**config.mk**
```make
export PLATFORM = sky130hd
export DESIGN_NAME = alarm_monitor
export DESIGN_NICKNAME = d
export VERILOG_FILES = /design/src/rtl/security_pkg.sv /design/src/rtl/sat_counter.sv /design/src/rtl/alarm_monitor.sv
export SDC_FILE = /design/constraint.sdc
export NUM_CORES = 1
export LEC_CHECK = 0
export ABC_CLOCK_PERIOD_IN_PS = 2400
export BUFFER_PORTS_ARGS = -buffer_cell sky130_fd_sc_hd__buf_2
export CAP_MARGIN = 20
export CORE_UTILIZATION = 50
export CTS_CLUSTER_SIZE = 8
export DETAILED_ROUTE_END_ITERATION = 8
export GPL_ROUTABILITY_DRIVEN = 0
export PLACE_DENSITY_LB_ADDON = 0.1
export SLEW_MARGIN = 20
export SYNTH_ARGS = -nofsm -noshare
export SYNTH_HDL_FRONTEND = slang
export SYNTH_SLANG_ARGS = --single-unit
```
**constraint.sdc**
```tcl
create_clock -name clk -period 2.4 [get_ports clk]
set_input_delay 0.24 -clock clk [delete_from_list [all_inputs] [get_ports clk]]
set_output_delay 0.24 -clock clk [all_outputs]
set_load 0.1 [all_outputs]
```
**src/rtl/security_pkg.sv**
```systemverilog
// rtl/security_pkg.sv - shared state encodings and default timing for the security alarm path
package security_pkg;

  // Monitor FSM encoding; benches compare state_o against these values directly
  typedef enum logic [1:0] {
    IDLE     = 2'd0,
    QUALIFY  = 2'd1,
    ALARM    = 2'd2,
    SILENCED = 2'd3
  } alarm_state_t;

  // Default consecutive al samples needed to qualify an alarm
  localparam int DEFAULT_DEBOUNCE = 3;

  // Default siren on-time in clk cycles
  localparam int DEFAULT_SIREN_CYCLES = 16;

  // Debounce counter width covers the full 1..15 DEBOUNCE range
  localparam int DEB_W = 4;

  // Siren timer width covers the full 1..255 SIREN_CYCLES range
  localparam int TIMER_W = 8;

endpackage

```
**src/rtl/sat_counter.sv**
```systemverilog
// rtl/sat_counter.sv - saturating up-counter with synchronous clear
module sat_counter #(
  parameter int WIDTH = 8
) (
  input  logic             clk,
  input  logic             rst,
  input  logic             inc,
  input  logic             clr,
  output logic [WIDTH-1:0] q
);

  localparam logic [WIDTH-1:0] MAX_VAL = '1;

  // Clear beats a coincident increment; the count holds once all ones
  always_ff @(posedge clk or posedge rst) begin
    if (rst) begin
      q <= '0;
    end else if (clr) begin
      q <= '0;
    end else if (inc && (q != MAX_VAL)) begin
      q <= q + WIDTH'(1);
    end
  end

endmodule

```
**src/rtl/alarm_monitor.sv**
```systemverilog
// rtl/alarm_monitor.sv - debounced alarm FSM with timed siren and qualified-alarm counter
module alarm_monitor
  import security_pkg::*;
#(
  parameter int DEBOUNCE     = DEFAULT_DEBOUNCE,
  parameter int SIREN_CYCLES = DEFAULT_SIREN_CYCLES,
  parameter int CNT_W        = 8
) (
  input  logic             clk,
  input  logic             rst,
  input  logic             al,
  input  logic             ack,
  input  logic             cnt_clr,
  output logic             siren,
  output logic             alarm_latched,
  output logic [CNT_W-1:0] alarm_count,
  output logic [1:0]       state_o
);

  // Debounce value seen on the edge that completes qualification
  localparam logic [DEB_W-1:0]   DEB_LAST   = DEB_W'(DEBOUNCE - 1);
  localparam logic [TIMER_W-1:0] TIMER_LOAD = TIMER_W'(SIREN_CYCLES);

  alarm_state_t        state;
  logic [DEB_W-1:0]    deb_cnt;
  logic [TIMER_W-1:0]  timer;
  logic                alarm_entry;

  // High on the edge where the FSM moves into ALARM; feeds the counter
  always_comb begin
    alarm_entry = 1'b0;
    if (al) begin
      if ((state == IDLE) && (DEBOUNCE == 1)) begin
        alarm_entry = 1'b1;
      end else if ((state == QUALIFY) && (deb_cnt == DEB_LAST)) begin
        alarm_entry = 1'b1;
      end
    end
  end

  // Main FSM: debounce, siren timing and latch, all outputs registered
  always_ff @(posedge clk or posedge rst) begin
    if (rst) begin
      state         <= IDLE;
      deb_cnt       <= '0;
      timer         <= '0;
      siren         <= 1'b0;
      alarm_latched <= 1'b0;
    end else begin
      case (state)
        IDLE: begin
          if (al) begin
            if (alarm_entry) begin
              state         <= ALARM;
              deb_cnt       <= '0;
              timer         <= TIMER_LOAD;
              siren         <= 1'b1;
              alarm_latched <= 1'b1;
            end else begin
              state   <= QUALIFY;
              deb_cnt <= DEB_W'(1);
            end
          end
        end

        QUALIFY: begin
          if (!al) begin
            state   <= IDLE;
            deb_cnt <= '0;
          end else if (alarm_entry) begin
            state         <= ALARM;
            deb_cnt       <= '0;
            timer         <= TIMER_LOAD;
            siren         <= 1'b1;
            alarm_latched <= 1'b1;
          end else begin
            deb_cnt <= deb_cnt + DEB_W'(1);
          end
        end

        ALARM: begin
          // Ack and expiry share one exit so a coincidence cannot double count
          if (ack || (timer == TIMER_W'(1))) begin
            state <= SILENCED;
            timer <= '0;
            siren <= 1'b0;
          end else begin
            timer <= timer - TIMER_W'(1);
          end
        end

        SILENCED: begin
          // Only a cleared input plus operator ack re-arms the monitor
          if (!al && ack) begin
            state         <= IDLE;
            alarm_latched <= 1'b0;
          end
        end

        default: begin
          state         <= IDLE;
          deb_cnt       <= '0;
          timer         <= '0;
          siren         <= 1'b0;
          alarm_latched <= 1'b0;
        end
      endcase
    end
  end

  assign state_o = state;

  sat_counter #(
    .WIDTH (CNT_W)
  ) u_alarm_count (
    .clk (clk),
    .rst (rst),
    .inc (alarm_entry),
    .clr (cnt_clr),
    .q   (alarm_count)
  );

endmodule

```
Yosys cells after proc, flatten, opt, wreduce, memory -nomap -nowiden
Index checks and enable logic that the tools add are counted.
{"block": "classes", "eq_ne": 12, "muxes": 26, "n_addsub": 3, "reduce_logical": 16}
{"cell": "$mux 8", "n": 5}
{"cell": "$pmux 8 s2", "n": 1}
{"cell": "$mux 2", "n": 6}
{"cell": "$mux 4", "n": 3}
{"cell": "$reduce_and 4->1", "n": 3}
{"cell": "$add 8x1->8 const B", "n": 1}
{"cell": "$eq 8x1->1 const B", "n": 1}
{"cell": "$ne 8x8->1 const B", "n": 1}
{"cell": "$pmux 2 s4", "n": 1}
{"cell": "$pmux 4 s2", "n": 1}
{"cell": "$reduce_bool 2->1", "n": 4}
{"cell": "$sub 8x1->8 const B", "n": 1}
{"cell": "$mux 1", "n": 7}
{"cell": "$ne 2x2->1 const B", "n": 3}
{"cell": "$add 4x1->4 const B", "n": 1}
{"cell": "$eq 2x2->1 const B", "n": 2}
{"cell": "$eq 4x2->1 const B", "n": 1}
{"cell": "$ne 2x1->1 const B", "n": 2}
{"cell": "$pmux 1 s2", "n": 2}
{"cell": "$logic_and 1x1->1", "n": 3}
{"cell": "$ne 3x2->1 const B", "n": 1}
{"cell": "$reduce_and 3->1", "n": 1}
{"cell": "$eq 2x1->1 const B", "n": 1}
{"cell": "$logic_not 2->1", "n": 1}
{"cell": "other kinds (4)", "n": 4}
{"block": "totals", "out_inout_bits": 12, "wordCells": 63, "regBits": 24, "input_bits": 5}

Depth between registers and ports, before layout
{"block": "depth", "ltp_word": 7, "mapped_depth": 7, "ltp_nobuf": 6}

By module
From an unflattened synthesis, not the netlist that was laid out.
{"block": "hier_totals", "hier_cells": 141, "area_unflattened_um2": 1396.3}
{"module": "alarm_monitor", "area_per_inst_um2": 892.1, "cells_per_inst": 92, "instances": 1, "seq_area_each_um2": 400.4}
{"module": "sat_counter", "area_per_inst_um2": 504.2, "cells_per_inst": 49, "instances": 1, "seq_area_each_um2": 200.2}

Least setup slack after synthesis
No wires, ideal clock.
{"block": "synth_path", "path_type": "reg-to-reg", "from": "register state[0] (netlist: state_o[0])", "to": "register u_alarm_count.q[3]", "t_required_ns": 2.275, "n_path_buf": 1, "path_stages_with_launch": 6, "t_arrival_ns": 2.282, "setup_time_ns": 0.125, "period_less_slack_ns": 2.406, "setup_slack_ns": -0.006, "path_cell_list": "dfrtp_1 -> nand2_1 -> or3_4 -> buf_4 -> a211oi_2 -> mux2_2"}
{"block": "synth_via", "elab_chain_cells": 6}
{"element": "start, declared", "line_no": "alarm_monitor.sv:24", "source": "alarm_state_t state;"}
{"element": "start signal, assigned", "line_no": "alarm_monitor.sv:44", "source": "state <= IDLE;"}
{"element": "start signal, assigned", "line_no": "alarm_monitor.sv:54", "source": "state <= ALARM;"}
{"element": "start signal, assigned", "line_no": "alarm_monitor.sv:60", "source": "state <= QUALIFY;"}
{"element": "$eq 2x1->1", "line_no": "alarm_monitor.sv:35", "source": "end else if ((state == QUALIFY) && (deb_cnt == DEB_LAST)) begin"}
{"element": "$logic_and 1x1->1", "line_no": "alarm_monitor.sv:35"}
{"element": "$mux 1", "line_no": "alarm_monitor.sv:35"}
{"element": "$mux 1", "line_no": "alarm_monitor.sv:32", "source": "if (al) begin"}
{"element": "$logic_and 1x1->1", "line_no": "sat_counter.sv:20", "source": "end else if (inc && (q != MAX_VAL)) begin"}
{"element": "$reduce_bool 2->1 (no line)"}
{"element": "end signal, assigned", "line_no": "sat_counter.sv:21", "source": "q <= q + WIDTH'(1);"}
{"element": "end, declared", "line_no": "sat_counter.sv:9", "source": "output logic [WIDTH-1:0] q"}
No other way between the ends.
A chain may end at the register's enable or synchronous reset.

Final worst setup path
{"block": "layout_path", "from": "register deb_cnt[0]", "to": "register u_alarm_count.q[4]"}
{"block": "layout_via", "elab_chain_cells": 6}
{"element": "start, declared", "line_no": "alarm_monitor.sv:25", "source": "logic [DEB_W-1:0] deb_cnt;"}
{"element": "start signal, assigned", "line_no": "alarm_monitor.sv:77", "source": "deb_cnt <= deb_cnt + DEB_W'(1);"}
{"element": "$eq 4x2->1", "line_no": "alarm_monitor.sv:35"}
{"element": "$logic_and 1x1->1", "line_no": "alarm_monitor.sv:35"}
{"element": "$mux 1", "line_no": "alarm_monitor.sv:35"}
{"element": "$mux 1", "line_no": "alarm_monitor.sv:32"}
{"element": "$logic_and 1x1->1", "line_no": "sat_counter.sv:20"}
{"element": "$reduce_bool 2->1 (no line)"}
No other way between the ends.

==> qor.yml <==
worst_hold_path:
  hold_path.class: "in2reg"
final_layout:
  layout.nets: 166
  antenna_cells: 0
  fillers: 221
  layout-drive-gt1-share: 0.181
  synthToLayoutAreaGrowth_pct: 12.6
  cell_area_after_layout_mm2: 0.00148
clock_tree:
  cts_hold_repair.buffers: 1
  post_cts.resized_instances: 0
  clk_root_buffer_cell: "sky130_fd_sc_hd__clkbuf_4"
  worst_setup_hold_path_clk_slew_ps: 130
  clkLatencyLatePin_ps: 320
  cts-root-to-sink-buffers: 2
  number_of_h_tree_branching_levels: 1
  cts_buffers: 3
  tritoncts: "done"
  clkSinkCount: 24
  cts_setup_buffers: 0
critical_path:
  crit_path_max_fanout: 12
  setup.worst_path.start_class: "flip-flop"
  critical_path_class: "reg2reg"
  worst_ep_required_time_ps: 2660
  critical_path.endpoint_type: "flip-flop"
  crit_arrival_ps: 2520
logic_synthesis:
  synth_area_leaders: "sky130_fd_sc_hd__dfrtp_1, sky130_fd_sc_hd__a21oi_1, sky130_fd_sc_hd__ha_1"
  synth.cell_area_mm2: 0.00131
  yosysWarningCount: 0
  synth_top_cell_area_share: 0.458
  synth.yosys.seq_area_share: 0.458
  synth-seq-cells: 24
  synth_area_per_cell_um2: 9.71
  netlist_instances: 135
  synth_flop_cell: "sky130_fd_sc_hd__dfrtp_1"
  synth_edf_count: 0
  synth-async-reset-ratio: 1.00
  mappedNetlistNets: 145
  synth.largest_area_cell: "sky130_fd_sc_hd__dfrtp_1"
  count_of_different_cell_masters_after_synthesis: 41
global_routing:
  grt_usage: 0.222
  gr-usage-met3: 0.0259
  grt_pass1_vias: 1029
  busiest_layer: "met2"
  grt_util_met2: 0.369
  grtUsageMet1: 0.293
  antenna_found_initial: 0
  gr-total-overflow: 0
  grt_pass1_wl_um: 4550
  grt_max_degree: 25
floorplan:
  fp.dieW_um: 53.2
  die_area_mm2: 0.00283
  design.core.area_mm2: 0.00248
  ioPinCount: 17
  initial_core_util: 0.529
  num_rows: 18
  die_span_in_y_um: 53.2
routing:
  post-route-drc-count: 0
  routedWlPerCell_um: 14.7
  routed-via-count: 1126
  detailedRoute.firstIterationViolations: 15
  antenna_left: 0
  total_wirelength_of_the_detailed_routed_design_um: 2720
  route.detailed.vias_per_inst: 6.09
  drt-pass1-iter-count: 4
power_and_ir_drop:
  peakVddDrop_mv: 0.630
  power_density_mw_per_mm2: 897
  power.static_leakage_nw: 0.685
  p_total_mw: 1.33
timing:
  setup_viol: 0
  timing.slew.headroom: 0.595
  transition_time_at_the_pin_with_the_least_slew_margin_ps: 606
  timing.final.hold_violations: 0
  final_period_minus_worst_setup_slack_ps: 2270
  clock_skew_ps: 9.15
  grt_setup_unrepaired: "false"
  fin_tns_setup_ps: 0
  max_freq_ghz: 0.441
  portion_of_the_clock_cycle_consumed_by_the_worst_path_in_the_final_layout: 0.945
  slew_viol_final: 0
placed_design:
  place_hpwl_um: 1940
  placed_cell_area_mm2: 0.00143
  place.port_buffers: 16
status:
  status: "finished clean"
job:
  drv_cap: 0
==> state kept, by name, indices dropped and copies added (netlist names) <==
name / flops
u_alarm_count.q: 8
alarm_latched: 1
state_o: 2
timer: 8
siren: 1
deb_cnt: 4
==> stage by stage <==
stage / util / hold slack [ps] / setup slack (ps) / instances
after global routing: 0.596 / 180 / 37.6 / 185
after detailed placement: 0.577 / 304 / 160 / 180
final: 0.596 / 184 / 132 / 185
after floorplan: - / 255 / 186 / 135
after CTS: 0.596 / 177 / 121 / 185
after global placement: 0.577 / 299 / 237 / 180
==> final timing paths <==
path | start | cells after the start | endpoint | slack [ps]
setup / recovery | deb_cnt[0]$_DFFE_PP0P_ | 6 | u_alarm_count.q[4]$_DFFE_PP0P_ | 130
hold / removal | cnt_clr | 2 | u_alarm_count.q[4]$_DFFE_PP0P_ | 180
setup reg to reg | deb_cnt[0]$_DFFE_PP0P_ | 6 | u_alarm_count.q[4]$_DFFE_PP0P_ | 130
hold reg to reg | timer[7]$_DFFE_PP0P_ | 1 | timer[7]$_DFFE_PP0P_ | 510
max in group asynchronous | rst | 4 | state_o[0]$_DFFE_PP0P_ | 1640
min in group asynchronous | rst | 4 | deb_cnt[2]$_DFFE_PP0P_ | 490
==> critical path: stages, from the launching register on <==
cell	delay (ps)
sky130_fd_sc_hd__dfrtp_1	430
sky130_fd_sc_hd__inv_1	110
sky130_fd_sc_hd__ha_1	170
sky130_fd_sc_hd__or3b_4	390
sky130_fd_sc_hd__or3_4	440
sky130_fd_sc_hd__or4_1	520
sky130_fd_sc_hd__a21oi_1	150
==> cell type report <==
| cell class | instances | area, um^2 | share of cell area |
|---|---|---|---|
| sequential | 24 | 602 | 0.408 |
| multi-input combinational | 102 | 673 | 0.456 |
| tap | 30 | 37.5 | 0.0254 |
| inverter | 6 | 22.5 | 0.0153 |
| clock buffer | 4 | 36.3 | 0.0246 |
| timing repair buffer | 19 | 105 | 0.0712 |
==> where the power goes <==
| group | total, mW | leakage, nW | switching (mW) | internal [mW] |
|---|---|---|---|---|
| combinational | 0.501 | 0.348 | 0.317 | 0.184 |
| sequential | 0.611 | 0.316 | 0.118 | 0.494 |
| clock | 0.213 | 0.0210 | 0.120 | 0.0927 |
| total | 1.33 | 0.685 | 0.555 | 0.770 |
==> synthesized netlist by cell type, types with 2 or more instances <==
cell                       count
sky130_fd_sc_hd__a211o_1       2
sky130_fd_sc_hd__a21o_1        3
sky130_fd_sc_hd__a21oi_1      17
sky130_fd_sc_hd__a311oi_1      2
sky130_fd_sc_hd__a31oi_1       5
sky130_fd_sc_hd__and2_1        3
sky130_fd_sc_hd__and4_1        2
sky130_fd_sc_hd__dfrtp_1      24
sky130_fd_sc_hd__ha_1          5
sky130_fd_sc_hd__inv_1         6
sky130_fd_sc_hd__mux2i_1       2
sky130_fd_sc_hd__nand2_1       8
sky130_fd_sc_hd__nand2b_1      2
sky130_fd_sc_hd__nand3_1       3
sky130_fd_sc_hd__nor2_1        3
sky130_fd_sc_hd__nor2b_1       2
sky130_fd_sc_hd__nor3_1        6
sky130_fd_sc_hd__nor4_1        2
sky130_fd_sc_hd__o21ai_0      10
sky130_fd_sc_hd__o31ai_1       4
sky130_fd_sc_hd__or3_1         2
sky130_fd_sc_hd__or4_1         3
==> routing by layer <==
layer  wire [um]  part of all wire
met5           0                 0
met4          42             0.015
met3          69             0.025
met2        1320              0.49
met1        1290              0.47
==> layout by cell type, fill, tap and decap left out, types with 2 or more instances in the layout <==
cell type and n:
sky130_fd_sc_hd__dfrtp_1 23, sky130_fd_sc_hd__a21oi_1 17, sky130_fd_sc_hd__buf_2 16, sky130_fd_sc_hd__o21ai_0 10
sky130_fd_sc_hd__nand2_1 8, sky130_fd_sc_hd__nor3_1 6, sky130_fd_sc_hd__inv_1 6, sky130_fd_sc_hd__a31oi_1 5
sky130_fd_sc_hd__ha_1 5, sky130_fd_sc_hd__o31ai_1 4, sky130_fd_sc_hd__a21o_1 3, sky130_fd_sc_hd__and2_1 3
sky130_fd_sc_hd__or4_1 3, sky130_fd_sc_hd__nor2_1 3, sky130_fd_sc_hd__nand3_1 3, sky130_fd_sc_hd__clkbuf_4 3
sky130_fd_sc_hd__nand2b_1 2, sky130_fd_sc_hd__a211o_1 2, sky130_fd_sc_hd__or3_1 2, sky130_fd_sc_hd__and4_1 2
sky130_fd_sc_hd__nor4_1 2, sky130_fd_sc_hd__nor2b_1 2, sky130_fd_sc_hd__a311oi_1 2, sky130_fd_sc_hd__mux2i_1 2
sky130_fd_sc_hd__buf_4 2
==> logic make-up after synthesis <==
| kind of cell | count (synthesis) | share of synthesized area |
|---|---|---|
| flops | 24 | 0.458 |
| mux | 3 | 0.0239 |
| xor+xnor | 1 | 0.00668 |
| compound gates | 48 | 0.227 |
| buf+inv | 9 | 0.0286 |
| fa+ha+maj | 5 | 0.0477 |
| simple gates | 45 | 0.208 |
Note: power is estimated with default switching activity, not from simulation.
